## src/rtl/sprite_pkg.sv

```systemverilog
// sprite_pkg
//   Shared constants and types for the sprite address generator.
//   DIR_OFF     : sheet X offset per facing direction (0, 37, 91, 110)
//   OVL_SHIFT   : overlay coordinate down-scale (screen pixel -> sheet texel)
//   anim_state_t: per-channel explosion animation state
package sprite_pkg;

    localparam int OVL_SHIFT = 2;

    typedef enum logic {
        ANIM_IDLE = 1'b0,
        ANIM_BOOM = 1'b1
    } anim_state_t;

    function automatic logic [6:0] dir_off(input logic [1:0] dir);
        logic [6:0] off;
        case (dir)
            2'd0:    off = 7'd0;
            2'd1:    off = 7'd37;
            2'd2:    off = 7'd91;
            default: off = 7'd110;
        endcase
        return off;
    endfunction

endpackage

```

## src/rtl/sprite_anim_ctr.sv

```systemverilog
// sprite_anim_ctr
//   Explosion animation FSM for one sprite channel.
//   Ports:
//     clk_i, reset_i : clock, synchronous active-high reset
//     boom_start_i   : restart animation at frame 0 (wins over frame_tick_i)
//     frame_tick_i   : advance one animation frame
//     boom_o         : channel is exploding
//     frame_o        : current animation frame
//     done_o         : one-cycle pulse after the last frame has been ticked away
//
//   state     | meaning
//   ANIM_IDLE | channel drawn with its facing-direction offset
//   ANIM_BOOM | channel drawn with explosion frame frame_q
module sprite_anim_ctr
    import sprite_pkg::*;
#(
    parameter int ANIM_FRAMES = 4,
    localparam int FW = (ANIM_FRAMES > 1) ? $clog2(ANIM_FRAMES) : 1
) (
    input  logic          clk_i,
    input  logic          reset_i,
    input  logic          boom_start_i,
    input  logic          frame_tick_i,
    output logic          boom_o,
    output logic [FW-1:0] frame_o,
    output logic          done_o
);

    anim_state_t   state_q, state_d;
    logic [FW-1:0] frame_q, frame_d;
    logic          done_q, done_d;

    always_ff @(posedge clk_i) begin
        if (reset_i) begin
            state_q <= ANIM_IDLE;
            frame_q <= '0;
            done_q  <= 1'b0;
        end else begin
            state_q <= state_d;
            frame_q <= frame_d;
            done_q  <= done_d;
        end
    end

    always_comb begin
        state_d = state_q;
        frame_d = frame_q;
        done_d  = 1'b0;
        if (boom_start_i) begin
            state_d = ANIM_BOOM;
            frame_d = '0;
        end else if (state_q == ANIM_BOOM && frame_tick_i) begin
            if (frame_q == FW'(ANIM_FRAMES - 1)) begin
                state_d = ANIM_IDLE;
                frame_d = '0;
                done_d  = 1'b1;
            end else begin
                frame_d = frame_q + 1'b1;
            end
        end
    end

    assign boom_o  = (state_q == ANIM_BOOM);
    assign frame_o = frame_q;
    assign done_o  = done_q;

endmodule

```

## src/rtl/sprite_addr_gen.sv

```systemverilog
// sprite_addr_gen
//   Two-stage sprite-ROM address generator. Stage 1 picks the winning source
//   (overlay, else highest-index hit channel) and registers its fields plus the
//   X offset snapshot; stage 2 forms (y)*SHEET_W + x + offset modulo 2^ADDR_W.
//   Build option: define SPRITE_ANIM_EN to build the per-channel explosion
//   animation (frame * ANIM_STRIDE offset, anim_done). Without it boom_start
//   and frame_tick are ignored and anim_done is tied low.
//   Ports:
//     Clk, Reset                : clock, synchronous active-high reset
//     DrawX, DrawY              : current pixel
//     frame_tick, boom_start    : animation controls
//     ch_hit/ch_dx/ch_dy        : per-channel coverage and in-box offset
//     ch_base_x/ch_base_y/ch_dir: per-channel sheet origin and facing
//     ovl_en, ovl_x, ovl_y      : full-screen overlay
//     Addr_out, addr_valid      : ROM address, 2 cycles after inputs
//     ch_sel                    : winning source (NUM_CH = overlay)
//     anim_done                 : per-channel end-of-explosion pulse
module sprite_addr_gen
    import sprite_pkg::*;
#(
    parameter int NUM_CH      = 8,
    parameter int SHEET_W     = 320,
    parameter int ADDR_W      = 20,
    parameter int ANIM_FRAMES = 4,
    parameter int ANIM_STRIDE = 19,
    localparam int SW = $clog2(NUM_CH) + 1,
    localparam int FW = (ANIM_FRAMES > 1) ? $clog2(ANIM_FRAMES) : 1
) (
    input  logic                   Clk,
    input  logic                   Reset,
    input  logic [9:0]             DrawX,
    input  logic [9:0]             DrawY,
    input  logic                   frame_tick,
    input  logic [NUM_CH-1:0]      ch_hit,
    input  logic [NUM_CH-1:0][9:0] ch_dx,
    input  logic [NUM_CH-1:0][9:0] ch_dy,
    input  logic [NUM_CH-1:0][9:0] ch_base_x,
    input  logic [NUM_CH-1:0][9:0] ch_base_y,
    input  logic [NUM_CH-1:0][1:0] ch_dir,
    input  logic [NUM_CH-1:0]      boom_start,
    input  logic                   ovl_en,
    input  logic [9:0]             ovl_x,
    input  logic [9:0]             ovl_y,
    output logic [ADDR_W-1:0]      Addr_out,
    output logic                   addr_valid,
    output logic [SW-1:0]          ch_sel,
    output logic [NUM_CH-1:0]      anim_done
);

    logic [ADDR_W-1:0] xoff_ch [NUM_CH];

`ifdef SPRITE_ANIM_EN
    for (genvar g = 0; g < NUM_CH; g++) begin : g_anim
        logic          boom_w;
        logic [FW-1:0] frame_w;

        sprite_anim_ctr #(.ANIM_FRAMES(ANIM_FRAMES)) u_ctr (
            .clk_i        (Clk),
            .reset_i      (Reset),
            .boom_start_i (boom_start[g]),
            .frame_tick_i (frame_tick),
            .boom_o       (boom_w),
            .frame_o      (frame_w),
            .done_o       (anim_done[g])
        );

        assign xoff_ch[g] = boom_w ? ADDR_W'(frame_w) * ADDR_W'(ANIM_STRIDE)
                                   : ADDR_W'(dir_off(ch_dir[g]));
    end
`else
    for (genvar g = 0; g < NUM_CH; g++) begin : g_dir
        assign xoff_ch[g] = ADDR_W'(dir_off(ch_dir[g]));
    end
    assign anim_done = '0;
    logic unused_anim;
    assign unused_anim = ^{boom_start, frame_tick};
`endif

    // Stage 1: priority select. Later loop iterations overwrite earlier ones,
    // so the highest hit index wins; overlay is applied last and beats all.
    logic              win_valid;
    logic [SW-1:0]     win_sel;
    logic [9:0]        win_bx, win_by, win_dx, win_dy;
    logic [ADDR_W-1:0] win_xoff;

    always_comb begin
        win_valid = 1'b0;
        win_sel   = '0;
        win_bx    = '0;
        win_by    = '0;
        win_dx    = '0;
        win_dy    = '0;
        win_xoff  = '0;
        for (int i = 0; i < NUM_CH; i++) begin
            if (ch_hit[i]) begin
                win_valid = 1'b1;
                win_sel   = SW'(i);
                win_bx    = ch_base_x[i];
                win_by    = ch_base_y[i];
                win_dx    = ch_dx[i];
                win_dy    = ch_dy[i];
                win_xoff  = xoff_ch[i];
            end
        end
        if (ovl_en) begin
            win_valid = 1'b1;
            win_sel   = SW'(NUM_CH);
            win_bx    = ovl_x;
            win_by    = ovl_y;
            win_dx    = DrawX >> OVL_SHIFT;
            win_dy    = DrawY >> OVL_SHIFT;
            win_xoff  = '0;
        end
    end

    logic              s1_valid_q;
    logic [SW-1:0]     s1_sel_q;
    logic [9:0]        s1_bx_q, s1_by_q, s1_dx_q, s1_dy_q;
    logic [ADDR_W-1:0] s1_xoff_q;

    always_ff @(posedge Clk) begin
        if (Reset) begin
            s1_valid_q <= 1'b0;
            s1_sel_q   <= '0;
            s1_bx_q    <= '0;
            s1_by_q    <= '0;
            s1_dx_q    <= '0;
            s1_dy_q    <= '0;
            s1_xoff_q  <= '0;
        end else begin
            s1_valid_q <= win_valid;
            s1_sel_q   <= win_sel;
            s1_bx_q    <= win_bx;
            s1_by_q    <= win_by;
            s1_dx_q    <= win_dx;
            s1_dy_q    <= win_dy;
            s1_xoff_q  <= win_xoff;
        end
    end

    // Stage 2: address arithmetic, all operands widened to ADDR_W first.
    logic [ADDR_W-1:0] addr_d, addr_q;
    logic              valid_q;
    logic [SW-1:0]     sel_q;

    always_comb begin
        addr_d = '0;
        if (s1_valid_q) begin
            addr_d = (ADDR_W'(s1_by_q) + ADDR_W'(s1_dy_q)) * ADDR_W'(SHEET_W)
                   + ADDR_W'(s1_bx_q) + ADDR_W'(s1_dx_q) + s1_xoff_q;
        end
    end

    always_ff @(posedge Clk) begin
        if (Reset) begin
            addr_q  <= '0;
            valid_q <= 1'b0;
            sel_q   <= '0;
        end else begin
            addr_q  <= addr_d;
            valid_q <= s1_valid_q;
            sel_q   <= s1_sel_q;
        end
    end

    assign Addr_out   = addr_q;
    assign addr_valid = valid_q;
    assign ch_sel     = sel_q;

endmodule

```

## config.mk

```make
export PLATFORM = sky130hd
export DESIGN_NAME = sprite_addr_gen
export DESIGN_NICKNAME = d
export VERILOG_FILES = /design/src/rtl/sprite_pkg.sv /design/src/rtl/sprite_anim_ctr.sv /design/src/rtl/sprite_addr_gen.sv
export SDC_FILE = /design/constraint.sdc
export NUM_CORES = 1
export LEC_CHECK = 0
export CORE_AREA = 2 2 167 169
export CTS_CLUSTER_DIAMETER = 120
export CTS_CLUSTER_SIZE = 28
export DETAILED_ROUTE_END_ITERATION = 10
export DIE_AREA = 0 0 169 171
export GPL_TIMING_DRIVEN = 0
export SLEW_MARGIN = 20
export SYNTH_ARGS = -nofsm -noshare
export SYNTH_HDL_FRONTEND = slang
export SYNTH_SLANG_ARGS = --single-unit
```

## constraint.sdc

```tcl
create_clock -name Clk -period 3.6 [get_ports Clk]
set_input_delay 0.9 -clock Clk [delete_from_list [all_inputs] [get_ports Clk]]
set_output_delay 0.9 -clock Clk [all_outputs]
set_load 0.005 [all_outputs]
```

==> out/qor.csv, run 1 <==
stage,metric,value,unit
yosys,syn-mean-instance-area,7.73,um2
cells_and_area,final_cells,1697,
grt,grt_pass1_vias,8370,
yosys,seq_area_frac_synth,0.208,
route,via_per_inst,5.01,
yosys,async_flop_share,0,
floorplan,dieArea,28900,um2
cts,clock-sinks,74,
yosys,synthFlopType,dfxtp_1,
timing,rsz0062_at_grt,yes,
grt,grt_pass1_wl,51000,um
yosys,ys_ff_latch,74,
placement,post-place-ws,-0.317,ns
job,drv_cap,0,
route,vias,8510,
setup_path,worstPathArrival,3.95,ns
power,power_leakage,4.82,nW
min_path,hp-class,reg2reg,
cts,ctsHoldBuffers,0,
placement,placed_cells,1674,
yosys,synth_top_area_share,0.208,
route,dr.pass1.iters,5,
placement,portBuffers,401,
yosys,synth.most_common_cell,dfxtp_1,
timing,fmax,267,MHz
cts,numCtsBuffers,9,
route,wl_per_cell,21.2,um
floorplan,rows,61,
setup_path,critPathKind,reg2reg,
timing,min_period,3.75,ns
grt,grt_usage,0.237,
outcome,status,"finished, violations left",
floorplan,design.core.area,27300,um2
cts,clock_latency,0.34,ns
timing,setup_viol,7,
route,drc,0,
cells_and_area,drive_above_1_share,0.0725,
cts,cts.path.max_buffers,2,
timing,finalWorstSetupSlack,-0.146,ns
setup_path,reg2reg_depth,17,
cts,cts_root_buf,clkbuf_16,
setup_path,end_kind,flip-flop,
grt,grt_start_max_net_pins,14,
setup_path,worstPathMaxFanout,5,
timing,maxSlewHeadroom,0.358,
floorplan,io_pins,429,
min_path,holdPathStages,1,
yosys,yosysWarnings,0,
timing,finClkSkew,0.00677,ns
cts,cts_max_level,3,
yosys,synth_cell_types,62,
yosys,syn_inst,920,
yosys,synth_area_leaders,"dfxtp_1, ha_1, nor2b_1, nor3_1, a22oi_1",
cts,path_clk_slew,0.06,ns
floorplan,fp.dieW,169,um
cells_and_area,finalNetCount,1827,
timing,slew_violations,0,
floorplan,die_h,171,um
floorplan,start_util,0.260,
outcome,violations,negative setup slack,
timing,fin_setup_tns,-0.544,ns
cells_and_area,fin_util,0.446,
power,power_density,353,nW/um2
setup_path,worstReg2RegEnd,Addr_out[17],
setup_path,cp-start-kind,flip-flop,
min_path,hold_path.startpoint,s1_sel_q[0],
route,wl,36000,um
cells_and_area,area_growth,71.3,%
yosys,syn_area,7110,um2
yosys,synth_edf_count,0,
placement,place.gp.congestion,0.926,
setup_path,rr_startpoint,s1_by_q[0],
power,finalPower,0.00430,W
min_path,hold_end,ch_sel[0],
route,drt_iter0_drc,388,
setup_path,ff2ff_setup_slack,-0.15,ns
setup_path,worstPathRequired,3.81,ns
grt,overflow,0,
timing,hold_viol_final,0,
yosys,yosysTopAreaCell,dfxtp_1,
timing,period_share,1.04,
route,ant_nets,0,
timing,tightest_slew,0.962,ns
yosys,synth_common_cells,"dfxtp_1, ha_1, nor3_1, nor2_1, nand2_1",
power,vdd_drop_max,308,uV
placement,dp_hpwl,30800,um
grt,antenna_found_initial,1,
cts,cts_tree,done,
cells_and_area,antennaDiodeCount,0,
## kinds of logic (layout without fill, tap and decap cells)
| family | after synthesis | in the layout | share of synthesized area |
|---|---|---|---|
| buffers and inverters | 130 | 554 | 0.0781 |
| DFF | 74 | 74 | 0.208 |
| AOI/OAI and AO/OA | 313 | 313 | 0.309 |
| adders and majority gates | 85 | 85 | 0.164 |
| muxes | 2 | 2 | 0.00282 |
| xor gates and xnor gates | 25 | 25 | 0.0319 |
| and+or+nand+nor | 290 | 290 | 0.205 |
| other | 1 | 8 | 0.000527 |
## timing repair
action                                  in CTS  in global routing
pin swaps                                   11                 14
resized for setup                           22                 21
hold endpoints to repair                     0                  0
endpoints found under the setup margin       9                 10
gates cloned                                 0                  0
buffers inserted                             3                  4
## metal layers
| metal | wire (um) | global-route usage | up-vias |
|---|---|---|---|
| met1 | 14900 | 0.283 | 3984 |
| met3 | 1620 | 0.0402 | 31 |
| li1 | - | - | 4237 |
| met4 | 476 | 0.0409 | 2 |
| met5 | 13 | 0 | - |
| met2 | 19000 | 0.450 | 256 |
## state kept, by name, summed over array words and instances (netlist names)
name / flops
ch_sel: 4
s1_bx_q: 10
Addr_out: 20
s1_by_q: 10
s1_dx_q: 10
s1_valid_q: 1
addr_valid: 1
s1_dy_q: 10
s1_sel_q: 4
s1_xoff_q: 4
## worst max-delay path by stage
stage | depth (start not counted) | endpoint | startpoint | slack (ns)
final | 17 | Addr_out[17] | s1_by_q[0] | -0.15
after global routing | 17 | Addr_out[15] | s1_by_q[1] | -0.29
after CTS | 17 | Addr_out[17] | s1_by_q[1] | -0.18
after detailed placement | 17 | Addr_out[18] | s1_by_q[1] | -0.32
after global placement | 17 | Addr_out[17] | s1_by_q[1] | -0.30
after floorplan | 20 | Addr_out[17] | s1_by_q[0] | -0.02
## power by group
group          internal, W  switching (W)
logic              0.00125        0.00115
registers         0.000913      0.0000337
clock network     0.000609       0.000343
## area by class of cell
cell class | instances | area [um2]
Buffer | 77 | 357
Clock buffer | 10 | 229
Clock inverter | 6 | 90.1
Fill cell | 2748 | 15100
Inverter | 53 | 199
Multi-Input combinational cell | 723 | 5320
Sequential cell | 74 | 1490
Tap cell | 346 | 433
Timing Repair Buffer | 408 | 4070
## per-stage QoR
step | hold slack [ns] | area (um2)
floorplan | 0.414 | 7150
global placement | 0.419 | 11600
detailed placement | 0.420 | 11600
CTS | 0.431 | 12100
global route | 0.457 | 12200
finish | 0.435 | 12200
## placed cells by master, fill, tap and decap left out, types with 6 or more instances in the layout
cell	count
clkdlybuf4s50_1	401
dfxtp_1	70
nor3_1	65
nor2_1	63
ha_1	61
nand2_1	59
nor2b_1	55
clkbuf_1	53
a21oi_1	50
inv_1	49
a22oi_1	42
o21ai_0	32
o221ai_1	31
a31oi_1	31
a22o_1	26
a211oi_1	25
buf_4	18
fa_1	13
xnor2_1	10
a32oi_1	10
o31ai_1	10
a21o_1	9
xor2_1	9
buf_2	9
clkbuf_16	9
nand2b_1	8
ha_4	8
conb_1	8
nand4_1	7
o21ai_1	6
## critical path: stages (launching register included)
cell	delay (ns)
dfxtp_2	0.34
ha_4	0.14
inv_2	0.03
fa_2	0.53
inv_2	0.03
ha_1	0.26
ha_1	0.29
inv_2	0.04
fa_1	0.49
inv_2	0.05
ha_4	0.23
ha_4	0.29
nand4_1	0.15
o2111ai_2	0.25
nand2_2	0.12
nor4_4	0.18
xnor2_1	0.15
nor2_1	0.05
(Power assumes the default switching activity.)
==> run 2, diff against run 1 <==
--- a/config.mk
+++ b/config.mk
@@ -5,12 +5,14 @@
 export SDC_FILE = /design/constraint.sdc
 export NUM_CORES = 1
 export LEC_CHECK = 0
-export CORE_AREA = 2 2 167 169
+export CORE_AREA = 5 5 165 167
 export CTS_CLUSTER_DIAMETER = 120
 export CTS_CLUSTER_SIZE = 28
 export DETAILED_ROUTE_END_ITERATION = 10
-export DIE_AREA = 0 0 169 171
+export DIE_AREA = 0 0 170 172
 export GPL_TIMING_DRIVEN = 0
+export PLACE_DENSITY = 0.65
+export REMOVE_ABC_BUFFERS = 1
 export SLEW_MARGIN = 20
 export SYNTH_ARGS = -nofsm -noshare
 export SYNTH_HDL_FRONTEND = slang
==> run 2 against run 1 <==
Effect of this change: the flow still finishes with violations (negative setup slack); sequential power hardly changed; combinational power is 7% higher; utilization increased by 3.1 points; fmax about the same; critical path type unchanged.
==> out/qor.csv, run 2 (synthesis results as in run 1) <==
stage,metric,value,unit,change
route,ant_nets,0,,unchanged
cts,clock_latency,0.34,ns,about the same
cells_and_area,finalNetCount,1775,,-2.8%
min_path,hold_path.startpoint,s1_sel_q[0],,
min_path,hp-class,reg2reg,,
cts,cts.path.max_buffers,2,,unchanged
cells_and_area,final_cells,1635,,-3.7%
setup_path,cp_slowest_cell,or4_1,,
timing,fmax,267,MHz,about the same
cts,numCtsBuffers,9,,unchanged
route,drc,0,,unchanged
floorplan,die_h,172,um,+0.58%
floorplan,dieArea,29200,um2,+1.2%
power,p_clk_frac,0.189,,-0.033
cells_and_area,layout_commonest_cell,clkdlybuf4s50_1,,
route,dr.pass1.iters,5,,unchanged
grt,grt_pass1_vias,8485,,+1.4%
outcome,violations,negative setup slack,,
setup_path,worstPathRequired,3.80,ns,about the same
floorplan,rows,59,,-3.3%
setup_path,critPathKind,reg2reg,,
job,drv_cap,0,,unchanged
timing,finalWorstSetupSlack,-0.148,ns,-0.00247 ns
floorplan,start_util,0.278,,+0.0173
grt,overflow,0,,unchanged
route,wl,33800,um,-6.1%
timing,rsz0062_at_grt,yes,,
power,power_density,355,nW/um2,+0.56%
cells_and_area,drive_above_1_share,0.0863,,+0.0137
timing,tightest_slew,0.947,ns,-0.0151 ns
placement,place.gp.congestion,0.863,,-6.8%
route,via_per_inst,5.15,,+2.6%
power,switching_power,0.00158,W,+3.1%
timing,period_share,1.04,,about the same
timing,setup_viol,7,,unchanged
power,power_leakage,4.80,nW,-0.47%
timing,finClkSkew,0.00691,ns,+0.000135 ns
grt,antenna_found_initial,2,,+1
cts,cts_root_buf,clkbuf_16,,
route,drt_iter0_drc,474,,+22%
floorplan,design.core.area,25600,um2,-6.3%
power,vdd_drop_max,280,uV,-9.1%
setup_path,critPathMaxStageDelay,0.44,ns,-0.09 ns
cts,cts_tree,done,,
cells_and_area,area_growth,71.7,%,
grt,grt_usage,0.214,,-0.0230
timing,hold_viol_final,0,,unchanged
timing,min_period,3.75,ns,+0.00247 ns
floorplan,io_pins,429,,unchanged
setup_path,worstPathMaxFanout,7,,+2
cts,path_clk_slew,0.06,ns,about the same
cells_and_area,final_cell_mix,"clkdlybuf4s50_1, dfxtp_1, nor3_1",,
placement,portBuffers,407,,+1.5%
outcome,status,"finished, violations left",,
timing,maxSlewHeadroom,0.367,,+0.00806
power,internal-power,0.00275,W,-0.51%
grt,grt_start_max_net_pins,73,,+59
power,netSwitchingFraction,0.364,,+0.00824
placement,placed_cells,1604,,-4.2%
placement,post-place-ws,-1.08,ns,-0.758 ns
cts,clock-sinks,74,,unchanged
timing,slew_violations,0,,unchanged
setup_path,end_kind,flip-flop,,
cts,cts_max_level,3,,unchanged
cells_and_area,largest_reg_flops,20,,unchanged
floorplan,fp.dieW,170,um,+0.59%
route,vias,8414,,-1.1%
setup_path,rr_startpoint,s1_by_q[1],,
setup_path,cp-startpoint,s1_by_q[1],,
setup_path,crit_chain,ha_4 -> a21o_1 -> a21oi_4 -> o21bai_1 -> a21oi_2 -> o21ai_2 -> or4_1 -> nand3_2 -> ha_1 -> ha_4 -> a21o_1 -> a21oi_1 -> nor2b_1 -> a311oi_2 -> xnor2_1 -> nand4_1 -> nor3b_2,,
power,seq_power_share,0.218,,-0.002
setup_path,cp-start-kind,flip-flop,,
setup_path,worstPathArrival,3.95,ns,about the same
placement,dp_hpwl,27200,um,-12%
route,wl_per_cell,20.7,um,-2.6%
power,p_comb_frac,0.593,,+0.035
grt,grt_pass1_wl,48300,um,-5.3%
run 2: changes by cell type in the layout (fill, tap and decap cells not counted), sizes merged:
cell,change
clkinvlp,+1
bufinv,-2
buf,+1
inv,-1
diode,+2
clkdlybuf4s50,-1
clkbuf,-51
run 2: power by group through the flow:
stage | clock (W) | sequential (W) | combinational [W]
after floorplan | 0 | 0.000962 | 0.00116
after global placement | 0 | 0.000961 | 0.00201
after global routing | 0.000881 | 0.000956 | 0.00280
after detailed placement | 0 | 0.000961 | 0.00206
final | 0.000820 | 0.000943 | 0.00257
after CTS | 0.000838 | 0.000945 | 0.00237
run 2: final timing paths:
| path | slack, ns | endpoint | depth (start not counted) |
|---|---|---|---|
| max reg2reg | -0.15 | Addr_out[18] | 17 |
| max | -0.15 | Addr_out[18] | 17 |
| min reg2reg | 0.44 | ch_sel[0] | 1 |
| min | 0.44 | ch_sel[0] | 1 |
run 2: timing repair:
| action | 4_1_cts | 5_1_grt |
|---|---|---|
| gates resized for setup | 46 | 16 |
| setup buffers | 12 | 2 |
| pin swaps | 33 | 32 |
| cloned | 0 | 0 |
| hold buffers | 0 | 0 |
| setup endpoints to repair | 40 | 9 |
run 2: worst max-delay path: cells and delay by family (launching register included):
family | cells | cell delay (ns)
AO/OA/AOI/OAI | 8 | 1.44
XOR/XNOR | 1 | 0.19
adder cells (fa/ha/maj) | 3 | 0.75
flip-flops | 1 | 0.34
AND/OR/NAND/NOR | 5 | 0.88
run 2: cell type report:
type                            instances  area, um2
Tap cell                              335        419
Clock buffer                           11        243
Sequential cell                        74       1490
Antenna cell                            2       5.00
Fill cell                            2485      13400
Inverter                               53        204
Multi-Input combinational cell        723       5450
Timing Repair Buffer                  433       4380
Clock inverter                          4       28.8
run 2: per-stage QoR:
step / total power (W) / utilization / hold WS, ns / TNS [ns] / area [um2]
6_report: 0.00433 / 0.477 / 0.436 / -0.652 / 12200
5_1_grt: 0.00463 / 0.476 / 0.457 / -2.11 / 12200
4_1_cts: 0.00415 / 0.472 / 0.436 / -0.902 / 12100
3_5_place_dp: 0.00302 / 0.449 / 0.423 / -28.96 / 11500
3_3_place_gp: 0.00297 / 0.440 / 0.419 / -156.60 / 11300
2_1_floorplan: 0.00212 / - / 0.414 / -0.322 / 6780
run 2: layer usage:
metal,GRT usage,vias to the layer above,share of wire
met5,0,-,0
met4,0.0563,0,0.023
met3,0.0450,41,0.064
met2,0.374,318,0.51
met1,0.270,3922,0.41
li1,-,4133,-
